[config.mk]
export PLATFORM = sky130hd
export DESIGN_NAME = imem_fetch_port
export DESIGN_NICKNAME = d
export VERILOG_FILES = /design/src/rtl/imem_fetch_port_pkg.sv /design/src/rtl/imem_fetch_port_rsp_fifo.sv /design/src/rtl/imem_fetch_port.sv
export SDC_FILE = /design/constraint.sdc
export NUM_CORES = 1
export LEC_CHECK = 0
export ABC_CLOCK_PERIOD_IN_PS = 12900
export BUFFER_PORTS_ARGS = -buffer_cell sky130_fd_sc_hd__buf_4
export CAP_MARGIN = 10
export CORE_UTILIZATION = 40
export DETAILED_ROUTE_END_ITERATION = 7
export PLACE_DENSITY = 0.62
export SETUP_SLACK_MARGIN = 0.05
export SYNTH_ARGS = -nofsm -noshare
export SYNTH_HDL_FRONTEND = slang
export SYNTH_HIERARCHICAL = 1
export SYNTH_SLANG_ARGS = --single-unit
[constraint.sdc]
create_clock -name clk -period 12.9 [get_ports clk]
set_clock_uncertainty 0.15 [all_clocks]
set_input_delay 3.225 -clock clk [delete_from_list [all_inputs] [get_ports clk]]
set_output_delay 3.225 -clock clk [all_outputs]
set_load 0.01 [all_outputs]
[src/rtl/imem_fetch_port_pkg.sv]
// Shared definitions for the instruction-memory fetch port: fault bit positions,
// the NOP returned on faults, latency limit and the buffered response record.
package imem_fetch_port_pkg;

    localparam int          FAULT_MISALIGN = 0;
    localparam int          FAULT_RANGE    = 1;
    localparam logic [31:0] RV_NOP         = 32'h0000_0013;
    localparam int          MAX_LATENCY    = 4;

    typedef struct packed {
        logic [31:0] pc;
        logic [31:0] instr;
        logic [1:0]  fault;
    } fetch_rsp_t;

    localparam int RSP_W = $bits(fetch_rsp_t);

    function automatic logic [1:0] fetch_fault(input logic [1:0] pc_lo, input logic range_err);
        logic [1:0] f;
        f                 = 2'b00;
        f[FAULT_MISALIGN] = (pc_lo != 2'b00);
        f[FAULT_RANGE]    = range_err;
        return f;
    endfunction

endpackage

[src/rtl/imem_fetch_port_rsp_fifo.sv]
// Show-ahead response FIFO: head entry is visible on rdata whenever count != 0,
// clear drops everything at the next edge.
module ifetch_rsp_fifo #(
    parameter int WIDTH = 66,
    parameter int DEPTH = 2
) (
    input  logic                       clk,
    input  logic                       rst_n,
    input  logic                       clear,
    input  logic                       push,
    input  logic [WIDTH-1:0]           wdata,
    input  logic                       pop,
    output logic [WIDTH-1:0]           rdata,
    output logic [$clog2(DEPTH+1)-1:0] count
);
    localparam int AW = (DEPTH > 1) ? $clog2(DEPTH) : 1;
    localparam int CW = $clog2(DEPTH + 1);

    logic [WIDTH-1:0] store_r [DEPTH];
    logic [AW-1:0]    wr_ptr_r;
    logic [AW-1:0]    rd_ptr_r;
    logic [CW-1:0]    count_r;
    logic             do_push_s;
    logic             do_pop_s;

    function automatic logic [AW-1:0] ptr_inc(input logic [AW-1:0] p);
        return (p == AW'(DEPTH - 1)) ? '0 : p + AW'(1);
    endfunction

    assign do_pop_s  = pop & (count_r != '0);
    assign do_push_s = push & ~clear & ((count_r != CW'(DEPTH)) | do_pop_s);

    // Pointer and occupancy bookkeeping.
    always_ff @(posedge clk or negedge rst_n) begin
        if (!rst_n) begin
            wr_ptr_r <= '0;
            rd_ptr_r <= '0;
            count_r  <= '0;
        end else if (clear) begin
            wr_ptr_r <= '0;
            rd_ptr_r <= '0;
            count_r  <= '0;
        end else begin
            if (do_push_s) wr_ptr_r <= ptr_inc(wr_ptr_r);
            if (do_pop_s)  rd_ptr_r <= ptr_inc(rd_ptr_r);
            case ({do_push_s, do_pop_s})
                2'b10:   count_r <= count_r + CW'(1);
                2'b01:   count_r <= count_r - CW'(1);
                default: count_r <= count_r;
            endcase
        end
    end

    // Entry storage; data is qualified by count so it needs no reset.
    always_ff @(posedge clk) begin
        if (do_push_s) store_r[wr_ptr_r] <= wdata;
    end

    assign rdata = (count_r != '0) ? store_r[rd_ptr_r] : '0;
    assign count = count_r;

endmodule

[src/rtl/imem_fetch_port.sv]
// Synchronous instruction memory behind a valid/ready fetch port with a fixed-latency
// read pipeline, in-order response buffer, fault reporting and a program-load port.
module imem_fetch_port
    import imem_fetch_port_pkg::*;
#(
    parameter int ADDR_BITS  = 5,
    parameter int LATENCY    = 1,
    parameter int FIFO_DEPTH = 2,
    parameter int WRAP       = 1
) (
    input  logic                 clk,
    input  logic                 rst_n,
    input  logic                 req_valid,
    output logic                 req_ready,
    input  logic [31:0]          req_pc,
    input  logic                 flush,
    output logic                 rsp_valid,
    input  logic                 rsp_ready,
    output logic [31:0]          rsp_pc,
    output logic [31:0]          rsp_instr,
    output logic [1:0]           rsp_fault,
    input  logic                 ld_en,
    input  logic [ADDR_BITS-1:0] ld_addr,
    input  logic [31:0]          ld_data,
    output logic                 busy
);
    localparam int LAT   = (LATENCY < 1) ? 1 : ((LATENCY > MAX_LATENCY) ? MAX_LATENCY : LATENCY);
    localparam int WORDS = 1 << ADDR_BITS;
    localparam int OCC_W = $clog2(FIFO_DEPTH + 1);

    logic [31:0]      mem_r [WORDS];
    logic             rst_done_r;
    logic [OCC_W-1:0] occ_r;
    logic [OCC_W-1:0] fifo_count_s;
    logic             accept_s;
    logic             pop_s;
    logic             push_s;
    fetch_rsp_t       req_rsp_s;
    fetch_rsp_t       push_data_s;
    fetch_rsp_t       head_s;

    assign req_ready = rst_done_r & ~flush & ~ld_en & (occ_r < OCC_W'(FIFO_DEPTH));
    assign accept_s  = req_valid & req_ready;
    assign rsp_valid = (fifo_count_s != '0);
    assign pop_s     = rsp_valid & rsp_ready;
    assign busy      = (occ_r != '0);

    // Program-load port; the array has no reset so contents survive rst_n.
    always_ff @(posedge clk) begin
        if (ld_en) mem_r[ld_addr] <= ld_data;
    end

    // Read happens at accept so in-flight fetches are unaffected by later loads.
    always_comb begin
        req_rsp_s.pc    = req_pc;
        req_rsp_s.fault = fetch_fault(req_pc[1:0], (WRAP == 0) && (req_pc[31:ADDR_BITS+2] != '0));
        req_rsp_s.instr = (req_rsp_s.fault != 2'b00) ? RV_NOP : mem_r[req_pc[ADDR_BITS+1:2]];
    end

    // Releases req_ready on the first edge after reset deasserts.
    always_ff @(posedge clk or negedge rst_n) begin
        if (!rst_n) rst_done_r <= 1'b0;
        else        rst_done_r <= 1'b1;
    end

    // Occupancy counts in-flight plus buffered fetches.
    always_ff @(posedge clk or negedge rst_n) begin
        if (!rst_n)                    occ_r <= '0;
        else if (flush)                occ_r <= '0;
        else if (accept_s && !pop_s)   occ_r <= occ_r + OCC_W'(1);
        else if (!accept_s && pop_s)   occ_r <= occ_r - OCC_W'(1);
        else                           occ_r <= occ_r;
    end

    generate
        if (LAT == 1) begin : g_direct
            assign push_s      = accept_s;
            assign push_data_s = req_rsp_s;
        end else begin : g_pipe
            fetch_rsp_t       stg_r [LAT-1];
            logic [LAT-2:0]   stg_vld_r;

            // Shift accepted fetches toward the buffer; flush kills every stage.
            always_ff @(posedge clk or negedge rst_n) begin
                if (!rst_n) begin
                    stg_vld_r <= '0;
                    for (int i = 0; i < LAT - 1; i++) stg_r[i] <= '0;
                end else begin
                    stg_vld_r[0] <= accept_s;
                    stg_r[0]     <= req_rsp_s;
                    for (int i = 1; i < LAT - 1; i++) begin
                        stg_vld_r[i] <= stg_vld_r[i-1] & ~flush;
                        stg_r[i]     <= stg_r[i-1];
                    end
                end
            end

            assign push_s      = stg_vld_r[LAT-2] & ~flush;
            assign push_data_s = stg_r[LAT-2];
        end
    endgenerate

    ifetch_rsp_fifo #(
        .WIDTH (RSP_W),
        .DEPTH (FIFO_DEPTH)
    ) u_rsp_fifo (
        .clk   (clk),
        .rst_n (rst_n),
        .clear (flush),
        .push  (push_s),
        .wdata (push_data_s),
        .pop   (pop_s),
        .rdata (head_s),
        .count (fifo_count_s)
    );

    assign rsp_pc    = head_s.pc;
    assign rsp_instr = head_s.instr;
    assign rsp_fault = head_s.fault;

endmodule

* Word level (Yosys, flattened, before mapping)
Memories as Yosys holds them, arrays and structs flattened.
Index checks and enable logic that the tools add are counted.
W data, S select, Z words.
** Word-level totals
- Register bits after elaboration :: 7
- Latch bits :: 0
- RAM bits :: 1154
- Memory bits (read-only) :: 0
- Input bits :: 75
- Output and inout port bits :: 69
- Logic and storage cells :: 56
- Memories :: 2
** Memory list
- mem_r :: words 32, width 32, rd ports 1, clocked after memory_dff 0, wr ports 1, RTL line imem_fetch_port.sv:31 : logic [31:0] mem_r [WORDS];
- u_rsp_fifo.store_r :: words 2, width 65, rd ports 1, clocked after memory_dff 0, wr ports 1, RTL line imem_fetch_port_rsp_fifo.sv:19 : logic [WIDTH-1:0] store_r [DEPTH];
** Cells by class
- $add $sub $neg :: 6
- Multipliers :: 0
- Div/mod/pow operators :: 0
- Order comparisons :: 1
- Equality and inequality tests :: 3
- Shift operators :: 0
- Mux-type cells :: 17
- Bitwise logic cells :: 11
- Reductions and logical operators :: 11
** Operator list (number)
- $mux W66 :: 1
- $mux W32 :: 1
- $mux W1 :: 10
- $reduce_bool A2 Y1 :: 5
- $and A1 B1 Y1 :: 8
- $mux W2 :: 4
- $reduce_bool A3 Y1 :: 2
- $add A2 B1 Y2 const B :: 2
- $pmux W2 S2 :: 1
- $sub A2 B1 Y2 const B :: 2
- $add A1 B1 Y1 const B :: 2
- $eq A2 B1 Y1 const B :: 1
- $eq A2 B2 Y1 const B :: 1
- $logic_and A1 B1 Y1 :: 2
- $logic_not A1 Y1 :: 2
- $lt A2 B2 Y1 const B :: 1
- $ne A2 B2 Y1 const B :: 1
- $not A1 Y1 :: 2
- $or A1 B1 Y1 :: 1

* Logic depth before layout (Yosys ltp)
- Depth after elaboration :: 10
- Depth in mapped cells :: 9
- Mapped depth without buffers :: 6

* Hierarchy
The synthesis kept the hierarchy.
** By module, submodules not included
- imem_fetch_port :: times used 1, cells an instance 1802, area an instance 39420.3 µm², sequential area each 30824.6 µm²
- ifetch_rsp_fifo :: times used 1, cells an instance 305, area an instance 5280.1 µm², sequential area each 4063.9 µm²

* Worst setup path after synthesis
OpenSTA, ideal clock, no wires.
- Kind :: in2reg
- Start :: input ld_en
- End :: memory u_rsp_fifo/store_r[1][0] (netlist name), enable pin
- Setup time :: 0.677 ns
- Arrival time :: 11.042 ns
- Required time :: 12.073 ns
- Setup slack :: 1.032 ns
- Cell stages on the path :: 5
- Path buffers :: 0
- Cells stage by stage :: nor4b_1 -> nand2_1 -> inv_1 -> inv_1 -> nor4b_1
** Between the ends
- Cells in the longest elaborated chain, start to end :: 8
** Ends and longest elaborated chain
- start: declaration :: RTL line imem_fetch_port.sv:22 : input logic ld_en,
- $not A1 Y1 :: RTL line imem_fetch_port.sv:42 : assign req_ready = rst_done_r & ~flush & ~ld_en & (occ_r < OCC_W'(FIFO_DEPTH));
- $and A1 B1 Y1 (2 in a row) :: RTL line imem_fetch_port.sv:42
- $and A1 B1 Y1 :: RTL line imem_fetch_port.sv:43 : assign accept_s = req_valid & req_ready;
- named net accept_s :: RTL line imem_fetch_port.sv:35 : logic accept_s;
- $and A1 B1 Y1 (2 in a row) :: RTL line imem_fetch_port_rsp_fifo.sv:31 : assign do_push_s = push & ~clear & ((count_r != CW'(DEPTH)) | do_pop_s);
- $mux W1 :: RTL line imem_fetch_port_rsp_fifo.sv:56 : if (do_push_s) store_r[wr_ptr_r] <= wdata;
- $mux W1 (implied by the code) :: RTL line imem_fetch_port_rsp_fifo.sv:56
- end: declaration :: RTL line imem_fetch_port_rsp_fifo.sv:19
The timed path passes the listed nets, and every way through them passes these cells.

* Final worst setup path
- Start :: input flush
- End :: output req_ready
** Between the ends
- Cells in the longest elaborated chain, start to end :: 4
** Ends and longest elaborated chain
- start: declaration :: RTL line imem_fetch_port.sv:16 : input logic flush,
- $not A1 Y1 :: RTL line imem_fetch_port.sv:42
- $and A1 B1 Y1 (3 in a row) :: RTL line imem_fetch_port.sv:42
- end: declaration :: RTL line imem_fetch_port.sv:14 : output logic req_ready,
No other way between the ends.

==> results list <==
* Total routed wirelength: 107000 um
- sky130_fd_sc_hd__edfxtp_1 is the most common cell in the netlist.
- Number of cells upsized or downsized after cts: 0
- Broken down by cell family, the worst path's largest delay share belongs to simple AND/OR/NAND/NOR gates.
- Clock tree synthesis selected as its root buffer the cell sky130_fd_sc_hd__clkbuf_16.
* Class of the most critical hold timing path: reg -> reg
* Hold Fails Final Rpt: 0
- In this run the cell area measured after placement is 0.0476 mm^2.
* Final setup violating endpoints: 0
* Per-instance average area after synthesis: 21.2 um^2
- Dividing the detail-routed wire length by the instance count gives 27.5 um.
* Routability Congestion: 0.754
- Routed signal wires occupy layers up through met4.
- Once placement completed, the tool counted placed cells totaling 3675.
- The critical path is of the in -> out type.
- Via count of the first global-routing pass: 22200
- The synthesized design devotes to its leading area cell type 77.7% of total area.
- Antenna diode count: 0
- For this configuration, the core starts out at a cell density of 40.4%.
* Number of enable flip-flop cells after synthesis: 1156
- Highest clock frequency the design can meet: 136 MHz
* Highest fanout seen on the critical path: 9
- In the detailed route, the total length drawn on met3 is 8610 um.
- Predominant post-synthesis flop cell: sky130_fd_sc_hd__edfxtp_1
- Crit-path cells: buf_4 -> nor4b_1 -> buf_4
- STA classifies the critical path endpoint as a primary output.
* Hold_buf cts: 0
* Core region area: 0.111 mm^2
* Worst slack at placement: 5.56 ns
- Once detail routing completed, the nets flagged for antenna violations numbered 0.
* Worst path required time: 9.52 ns
- Relative slew margins: 17.2%
* Final total negative setup slack: 0 ns
* Clock tree from TritonCTS: built
- The die covers 0.113 mm^2.
- The analysis attributes to cell leakage a power of 16.3 nW.
* Share of the clock period used by the worst path: 57.1%
- Number of register bits inferred by synthesis: 1163
- Wire length on met2: 51000 um
- The clock reaches the later pin of the worst-skew pair after 0.68 ns.
- Initial detailed-routing violation count: 2436
- Number of cells produced by synthesis: 2107
- Crit-path most repeated cell: sky130_fd_sc_hd__buf_4
- The die is 336 um tall.
* List of most frequent post-synthesis cells: 1156 x sky130_fd_sc_hd__edfxtp_1, 225 x sky130_fd_sc_hd__mux4_2, 166 x sky130_fd_sc_hd__mux2i_1
- Power after layout: 7.68 mW
- Counting along the longest clock path gives a buffer depth of 3.
- In this run the cell area of the synthesized design comes to 0.0447 mm^2.
- Antenna violations before repair: 0
- Post-layout instance area: 0.0511 mm^2
- Entering global routing, the biggest net connects 94 pins.
- Fraction of synthesis flops using an asynchronous set or reset pin: 0.602%
- WP data arrival: 4.00 ns
- Cell taking the most area after synthesis: sky130_fd_sc_hd__edfxtp_1
* Buf+Inv Stages, Crit Path: 2
* Maximum Capacitance Violations: 0
- Detail-routed via count per cell: 5.58
- For the pin with the worst max-slew slack, the measured transition is 1.24 ns.
- H-Tree Level Count: 3
- Pwr Density: 150 mW/mm^2
* Final WS setup: 5.53 ns
- For this design the top-level I/O count stands at 144.
- Global route total overflow: 0
* Cell type of the slowest stage on the worst timing path: sky130_fd_sc_hd__nor4b_1
* I/O Buffers: 143
* Final-report max-slew violation count: 0
- Setup repair bufs after CTS: 0
- The net count of the finished layout is 2377.
* Number of clock sinks seen by CTS: 1163
* Setup repair after global routing missed its margin: no
* Maximum ir drop on the vdd rail: 0.000109 V
- Relative to the synthesized area, the layout overhead comes to 14.4%.
- Ranked by total cell area, the synthesized netlist is headed by sky130_fd_sc_hd__edfxtp_1 78%, sky130_fd_sc_hd__mux4_2 11%, sky130_fd_sc_hd__mux2i_1 3.7%.
- Detailed routing inserted a total of 21700 vias.
* Largest incremental delay on the critical path: 0.41 ns
- Share of the yosys chip area belonging to registers: 78.0%
* Worst setup SP type: input pin
* Share of post-route cells with drive strength above 1: 26.1%
- Number of optimization iterations in the first detailed-route pass: 5
* Wire length of the first global-routing pass: 154000 um
- In this run the horizontal extent of the chip is 336 um.
- Number of warning messages in the yosys log: 6
* Final instance count without filler cells: 3887
* Shortest clock period the worst path allows after layout: 7.37 ns
* Remaining DRCs: 0
* Total Routing Usage GR: 19.0%
* Post-DP HPWL: 56600 um
- Cell variety after synth: 45
* Num CTS Buffers: 113
- Clock-pin slew was measured on the worst setup and hold paths at 0.06 ns.
- Cell Rows: 122
- Detailed-route wire length on metal 1: 45300 um
- The flow ran to the end, and the final reports show no timing, DRC or antenna violations.
## path summary, 6_finish.rpt
kind	from	to	slack, ns	cells past startpoint
min reg2reg	occ_r[1]	occ_r[1]	0.45	2
min	occ_r[1]	occ_r[1]	0.45	2
max reg2reg	occ_r[1]	u_rsp_fifo/store_r[0][4]	9.11	6
max in group asynchronous	rst_n	u_rsp_fifo/rd_ptr_r	10.26	1
max	flush	req_ready	5.53	3
min in group asynchronous	rst_n	u_rsp_fifo/count[1]	2.20	1
## state kept, by name, summed over array words and instances, names as in the netlist
| name | cells |
|---|---|
| u_rsp_fifo/store_r | 132 |
| rst_done_r | 1 |
| mem_r | 1024 |
| occ_r | 2 |
| u_rsp_fifo/count | 2 |
| u_rsp_fifo/rd_ptr_r | 1 |
| u_rsp_fifo/wr_ptr_r | 1 |
## cells by family after synthesis
family | synth area share [%]
buf+inv | 1.63
xor+xnor | 0.0784
flops | 78.0
compound gates | 2.33
mux | 15.1
simple gates | 2.82
other cells | 0.0168
## worst min-delay path, cell delays in order, from the launching register on
cell                      delay (ns)
sky130_fd_sc_hd__dfrtp_1        0.42
sky130_fd_sc_hd__nand2_1        0.07
sky130_fd_sc_hd__a21oi_1        0.06
## power by group
group          leakage, nW  internal [mW]  total [mW]  switching [mW]
Sequential            10.5           4.20        4.21         0.00986
Combinational         4.01          0.132       0.346           0.214
Clock                 1.72           1.76        3.12            1.37
## layer usage
metal  up-vias  global-route usage [%]
li1       9120                       -
met1     11600                    26.8
met2       834                    30.8
met3       132                    3.70
met4         0                    4.32
met5         -                       0
## cells in the final DEF, fill, tap and decap left out, drive strengths merged, types with 29 or more instances in the layout
cell / instances
clkbuf: 138
nor2: 109
a22oi: 53
edfxtp: 1156
a31oi: 29
buf: 193
clkinv: 68
nand2: 92
mux4: 225
mux2i: 166
## area by class of cell
class                      instances  area [um^2]
clock buffer                     137         2980
tap                             1488         1860
inverter                           6         25.0
sequential                      1163        34900
fill                            9153        59500
multi-input combinational        824         9370
clock inverter                    75          537
timing repair buffer             194         1470
## stage by stage
step,hold WS (ns),utilization (%)
2_1_floorplan,0.387,-
3_3_place_gp,0.415,43.0
3_5_place_dp,0.438,43.0
4_1_cts,0.448,46.2
5_1_grt,0.470,46.2
6_report,0.446,46.2
Note: power is estimated with default switching activity, not from simulation.
